## config.mk

```make
export PLATFORM = sky130hd
export DESIGN_NAME = iq_fir_sequencer
export DESIGN_NICKNAME = d
export VERILOG_FILES = /design/src/rtl/iq_fir_sequencer.sv
export SDC_FILE = /design/constraint.sdc
export NUM_CORES = 1
export LEC_CHECK = 0
export CORE_UTILIZATION = 40
export DETAILED_ROUTE_END_ITERATION = 12
export GPL_TIMING_DRIVEN = 0
export HOLD_SLACK_MARGIN = 0.08
export PLACE_DENSITY = 0.86
export SETUP_SLACK_MARGIN = 0.05
export SYNTH_ARGS = -nofsm -noshare
export SYNTH_HDL_FRONTEND = slang
export SYNTH_SLANG_ARGS = --single-unit
```

## constraint.sdc

```tcl
create_clock -name clock -period 2.9 [get_ports clock]
set_input_delay 0.435 -clock clock [delete_from_list [all_inputs] [get_ports clock]]
set_output_delay 0.435 -clock clock [all_outputs]
set_load 0.05 [all_outputs]
```

## src/rtl/iq_fir_sequencer.sv

```systemverilog
// iq_fir_sequencer: splits interleaved I/Q words into the FIR input FIFO pair in lockstep,
// re-interleaves the FIR result pair into one output FIFO, and counts output frames.
module iq_fir_sequencer #(
  parameter int DATA_SIZE = 32,
  parameter int FRAME_LEN = 1024
) (
  input  logic                 clock,
  input  logic                 reset,
  input  logic [DATA_SIZE-1:0] iq_in_dout,
  input  logic                 iq_in_empty,
  output logic                 iq_in_rd_en,
  output logic [DATA_SIZE-1:0] xreal_out_din,
  output logic [DATA_SIZE-1:0] ximag_out_din,
  output logic                 xreal_out_wr_en,
  output logic                 ximag_out_wr_en,
  input  logic                 xreal_out_full,
  input  logic                 ximag_out_full,
  input  logic [DATA_SIZE-1:0] yreal_in_dout,
  input  logic [DATA_SIZE-1:0] yimag_in_dout,
  input  logic                 yreal_in_empty,
  input  logic                 yimag_in_empty,
  output logic                 yreal_in_rd_en,
  output logic                 yimag_in_rd_en,
  output logic [DATA_SIZE-1:0] iq_out_din,
  output logic                 iq_out_wr_en,
  input  logic                 iq_out_full,
  output logic                 frame_done,
  output logic [15:0]          frame_count
);
  localparam int CW = $clog2(FRAME_LEN + 1);
  typedef enum logic {IN_RE, IN_IM} in_state_e;
  typedef enum logic {OUT_RE, OUT_IM} out_state_e;
  in_state_e            in_q, in_d;
  out_state_e           out_q, out_d;
  logic [DATA_SIZE-1:0] re_hold_q, re_hold_d, im_hold_q, im_hold_d;
  logic [CW-1:0]        pair_cnt_q, pair_cnt_d;
  logic [15:0]          frame_count_q, frame_count_d;
  logic                 frame_done_q, frame_done_d;
  logic                 in_re_go, in_im_go, out_re_go, out_im_go, frame_end;
  // every strobe is gated by reset so nothing moves while the FIFOs are being flushed
  always_comb begin
    in_re_go      = !reset && in_q == IN_RE && !iq_in_empty;
    in_im_go      = !reset && in_q == IN_IM && !iq_in_empty && !xreal_out_full && !ximag_out_full;
    out_re_go     = !reset && out_q == OUT_RE && !yreal_in_empty && !yimag_in_empty && !iq_out_full;
    out_im_go     = !reset && out_q == OUT_IM && !iq_out_full;
    frame_end     = out_im_go && pair_cnt_q == CW'(FRAME_LEN - 1);
    in_d          = in_re_go ? IN_IM : in_im_go ? IN_RE : in_q;
    out_d         = out_re_go ? OUT_IM : out_im_go ? OUT_RE : out_q;
    re_hold_d     = in_re_go ? iq_in_dout : re_hold_q;
    im_hold_d     = out_re_go ? yimag_in_dout : im_hold_q;
    pair_cnt_d    = frame_end ? '0 : out_im_go ? pair_cnt_q + 1'b1 : pair_cnt_q;
    frame_done_d  = frame_end;
    frame_count_d = frame_count_q + {15'd0, frame_end};
  end
  always_ff @(posedge clock) begin
    if (reset) begin
      in_q          <= IN_RE;
      out_q         <= OUT_RE;
      re_hold_q     <= '0;
      im_hold_q     <= '0;
      pair_cnt_q    <= '0;
      frame_count_q <= '0;
      frame_done_q  <= 1'b0;
    end else begin
      in_q          <= in_d;
      out_q         <= out_d;
      re_hold_q     <= re_hold_d;
      im_hold_q     <= im_hold_d;
      pair_cnt_q    <= pair_cnt_d;
      frame_count_q <= frame_count_d;
      frame_done_q  <= frame_done_d;
    end
  end
  assign iq_in_rd_en     = in_re_go | in_im_go;
  assign xreal_out_wr_en = in_im_go;
  assign ximag_out_wr_en = in_im_go;
  assign xreal_out_din   = in_im_go ? re_hold_q : '0;
  assign ximag_out_din   = in_im_go ? iq_in_dout : '0;
  assign yreal_in_rd_en  = out_re_go;
  assign yimag_in_rd_en  = out_re_go;
  assign iq_out_wr_en    = out_re_go | out_im_go;
  assign iq_out_din      = out_re_go ? yreal_in_dout : out_im_go ? im_hold_q : '0;
  assign frame_done      = frame_done_q;
  assign frame_count     = frame_count_q;
endmodule

```

## Word level (Yosys, flattened, before mapping)

Cells that the tools add are included.

| cells by class | value |
|---|---|
| $add $sub $neg | 2 |
| bitwise logic cells | 4 |
| reductions and logical operators | 23 |
| equality and inequality tests | 1 |
| divide/modulo/power cells | 0 |
| muxes and demuxes | 8 |
| order comparisons | 0 |
| shift operators | 0 |
| $mul | 0 |

Operators with widths:

| kind | number |
|---|---|
| 32-bit two-way mux | 4 |
| 16-bit by 1-bit adder with 16-bit output | 1 |
| 1-bit logical AND | 13 |
| 11-bit by 1-bit adder with 11-bit output (second input constant) | 1 |
| 11-bit by 10-bit equality test with 1-bit output (second input constant) | 1 |
| 1-bit zero test | 7 |
| 1-bit two-way mux | 4 |
| 2-bit nonzero test | 2 |
| 1-bit NOT | 2 |
| 1-bit bitwise OR | 2 |
| 2-bit OR reduction | 1 |

| word-level totals | value |
|---|---|
| bits in writable memories | 0 |
| input port bits | 104 |
| bits in read-only memories | 0 |
| register bits after elaboration | 94 |
| output and inout bits | 119 |
| word-level logic and storage cells | 45 |
| memories | 0 |
| latch bits | 0 |

## Logic depth before layout (Yosys ltp)

| logic depth | value |
|---|---|
| depth in word-level cells | 7 |
| depth in mapped cells | 10 |
| gate-level depth less buffers | 10 |

## Least setup slack after synthesis

Ideal clock, no wire load.

| timing path | value |
|---|---|
| path type | input-to-output |
| start point | in iq_in_empty |
| end point | out ximag_out_din[23] |
| slack | 287 ps |
| arrival time | 2,178 ps |
| cell stages on the path | 4 |
| required time | 2,465 ps |
| path through | or3_1 nor3b_2 clkbuf_1 and2_1 |

| between the ends | value |
|---|---|
| longest elaborated chain between the ends | 5 |

RTL lines:

| item | line | RTL |
|---|---|---|
| start: declaration | 10 | `input logic iq_in_empty,` |
| 1-bit zero test | 43 | `in_im_go = !reset && in_q == IN_IM && !iq_in_empty && !xreal_out_full && !ximag_out_full;` |
| 1-bit logical AND (3 in series) | 43 |  |
| net ximag_out_wr_en | 15 | `output logic ximag_out_wr_en,` |
| 32-bit two-way mux | 78 | `assign ximag_out_din = in_im_go ? iq_in_dout : '0;` |
| end: declaration | 13 | `output logic [DATA_SIZE-1:0] ximag_out_din,` |

The timed path passes the listed nets, and every way through them passes these cells.

## Final worst setup path

| timing path | value |
|---|---|
| start point | in iq_out_full |
| end point | out iq_out_din[20] |

| between the ends | value |
|---|---|
| longest elaborated chain between the ends | 4 |
| elaborated cells between the ends (all ways) | 5 |

RTL lines:

| item | line | RTL |
|---|---|---|
| start: declaration | 26 | `input logic iq_out_full,` |
| 1-bit zero test (*) | 44, 45 |  |
| 1-bit logical AND | 45 | `out_im_go = !reset && out_q == OUT_IM && !iq_out_full;` |
| 32-bit two-way mux | 82 | `assign iq_out_din = out_re_go ? yreal_in_dout : out_im_go ? im_hold_q : '0;` |
| 32-bit two-way mux (*) | 82 |  |
| end: declaration | 24 | `output logic [DATA_SIZE-1:0] iq_out_din,` |

Mark *: on every way between the ends. The rest lies on a longest branch, timed or not.

==> flow_metrics.env <==
export IMPL_route_detailed_drc=0
export IMPL_max_stage_delay_ns=0.47
export IMPL_cts_sinks=94
export IMPL_core_area_um2=10320
export IMPL_switching_share=0.2679
export IMPL_rows=37
export IMPL_drive_gt1_frac=0.1985
export IMPL_fin_crit_ns=2.799
export IMPL_final_util=0.6379
export IMPL_switchingPower_mw=0.6693
export IMPL_syn_area_um2=4263
export IMPL_grt_overflow=0
export IMPL_hpwl_um=10260
export IMPL_ys_seq_elements=94
export IMPL_htree_levels=3
export IMPL_grt_max_degree=17
export IMPL_yosysWarnings=0
export IMPL_diodes=0
export IMPL_cts_tree="done"
export IMPL_post_route_period_util=0.9651
export IMPL_fin_total_pwr_mw=2.498
export IMPL_die_h_um=105.2
export IMPL_ys_top_cells_by_count="nand2_1 (136), dfxtp_1 (94), a21oi_1 (64), and2_1 (64), a22o_1 (32)"
export IMPL_wl_per_cell_um=14.79
export IMPL_rsz0062_at_grt="true"
export IMPL_crit_type="in2out"
export IMPL_firstDrtPassIters=4
export IMPL_path_common_cell="clkbuf_4"
export IMPL_root_buffer="clkbuf_8"
export IMPL_synth_cells=534
export IMPL_cts_buffers=9
export IMPL_viasPerCell=5.031
export IMPL_clockPowerShare=0.314
export IMPL_insertion_delay_ns=0.36
export IMPL_critPathArrivalTime_ns=2.36
export IMPL_yosysTopAreaCellShare=0.4414
export IMPL_drv_slew=0
export IMPL_vias=4588
export IMPL_final_antenna_net_count=0
export IMPL_critPathCaptureType="output pin"
export IMPL_cp_num_buf_inv=4
export IMPL_tightestPinTransition_ns=0.6434
export IMPL_synth_most_common_cell="nand2_1"
export IMPL_fp_dieArea_um2=11070
export IMPL_cp_required_ns=2.47
export IMPL_intPower_mw=1.829
export IMPL_start_util=0.4129
export IMPL_cp_max_fo=10
export IMPL_clock_path_buffers=2
export IMPL_io_pins=223
export IMPL_nFillCells=901
export IMPL_critPathLaunchType="primary input"
export IMPL_antenna_found_initial=0
export IMPL_cap_viol_max_count=0
export IMPL_clock_skew_ns=0.01282
export IMPL_yosys_top_cells_area="dfxtp_1 (44%), nand2_1 (12%), and2_1 (9.4%), a21oi_1 (7.5%), a22o_1 (6.6%)"
export IMPL_cp_slowest_cell="clkdlybuf4s50_1"
export IMPL_grt_pass1_wl_um=21550
export IMPL_die_w_um=105.2
export IMPL_power_density_nw_per_um2=379.4
export IMPL_track_usage=0.2425
export IMPL_cp_cell_sequence="clkdlybuf4s50_1 > or2_1 > or4_4 > inv_2 > clkbuf_4 > a22o_1 > clkbuf_4"
export IMPL_yosysTopAreaCell="dfxtp_1"
export IMPL_combPwrFrac=0.147
export IMPL_gp_congestion=0.8256
export IMPL_slew_headroom=0.5711
export IMPL_holdWs_ns=0.4532
export IMPL_fin_nets=878
export IMPL_synth_edf_count=0
export IMPL_ys_types=37
export IMPL_setup_violations=0
export IMPL_hold_viol=0
export IMPL_leakagePower_nw=2.768
export IMPL_syn_area_per_cell_um2=7.983
export IMPL_setup_tns_ns=0
export IMPL_synthToLayoutAreaGrowth_pct=54.48
export IMPL_outcome="finished clean"
export IMPL_grt_pass1_vias=4460
export IMPL_ys_flop_type="dfxtp_1"
export IMPL_p_seq_frac=0.540
export IMPL_wl_um=13490
export IMPL_async_flop_share=0
export IMPL_syn_nets=641
export IMPL_peakVddDrop_mv=0.1897
export IMPL_crit_family="buffers and inverters"
export IMPL_hold_buffers=0
export IMPL_yosysSeqAreaShare=0.4414
export IMPL_port_buffers=222
export IMPL_hp_class="reg2reg"
export IMPL_drt_iter0_markers=157
export IMPL_clkTransAtPathRegs_ns=0.10
export IMPL_fmax_ghz=0.3573
worst paths after layout:
path                                      from               to  slack [ns]  cells after the start
worst max register to register   pair_cnt_q[0]  frame_count[15]        0.39                     10
worst min register to register  pair_cnt_q[10]   pair_cnt_q[10]        0.45                      1
worst min-delay path            pair_cnt_q[10]   pair_cnt_q[10]        0.45                      1
worst max-delay path               iq_out_full   iq_out_din[20]        0.10                      7
what timing repair did:
action | in CTS | in global routing
pin swaps | 1 | 2
cloned | 1 | 0
hold endpoints to repair | 0 | 0
buffers inserted | 1 | 2
endpoints found under the setup margin | 104 | 81
gates resized for setup | 532 | 59
layout by cell type (no fill, tap or decap), types with 17 or more instances in the layout:
master / instances
buf_4: 51
nand2_1: 135
and2_1: 64
buf_2: 42
clkbuf_1: 17
a21oi_1: 64
dfxtp_1: 94
clkbuf_4: 26
nor2_1: 24
a22o_1: 32
clkdlybuf4s50_1: 119
final cells by class:
| class | count | area, um2 | share of cell area |
|---|---|---|---|
| Sequential cell | 94 | 1882 | 0.2858 |
| Buffer | 40 | 217.7 | 0.03306 |
| Multi-Input combinational cell | 397 | 2207 | 0.3352 |
| Clock inverter | 7 | 48.80 | 0.007410 |
| Inverter | 3 | 11.26 | 0.001710 |
| Clock buffer | 9 | 123.9 | 0.01881 |
| Timing Repair Buffer | 226 | 1924 | 0.2922 |
| Tap cell | 136 | 170.2 | 0.02584 |
state kept, by name (all words and copies together) (netlist names):
| register | cells |
|---|---|
| frame_count | 16 |
| im_hold_q | 32 |
| pair_cnt_q | 11 |
| out_q | 1 |
| re_hold_q | 32 |
| in_q | 1 |
| frame_done | 1 |
power groups by stage:
stage / clock [mW] / combinational [mW] / sequential [mW]
2_1_floorplan: 0 / 0.163 / 1.37
3_3_place_gp: 0 / 0.365 / 1.37
3_5_place_dp: 0 / 0.371 / 1.38
4_1_cts: 0.804 / 0.367 / 1.35
5_1_grt: 0.853 / 0.397 / 1.35
6_report: 0.784 / 0.367 / 1.35
routing by layer:
layer,share of wire,wire [um],vias to the layer above,track usage
met5,0,0,-,0
met4,0.021,287,0,0.08853
met3,0.070,941,22,0.04576
met2,0.50,6740,179,0.4375
met1,0.41,5519,2145,0.2839
li1,-,-,2242,-
cells by family (layout without fill, tap and decap cells):
logic type | count (synthesis) | count (layout) | share of synthesized area
buffers and inverters | 43 | 285 | 0.04667
AOI/OAI and AO/OA | 107 | 107 | 0.1600
and+or+nand+nor | 266 | 266 | 0.2991
adders and majority gates | 3 | 3 | 0.008806
DFF | 94 | 94 | 0.4414
xor gates and xnor gates | 19 | 19 | 0.03904
muxes | 2 | 2 | 0.004990
through the flow:
step	cells	instance area (um2)	worst slack (ns)
after detailed placement	892	6655	-0.6359
after global routing	912	6585	0.02256
after global placement	892	6655	-0.5734
final	912	6585	0.1012
after CTS	910	6568	0.02109
after floorplan	534	4263	0.2867
(Power assumes the default switching activity.)
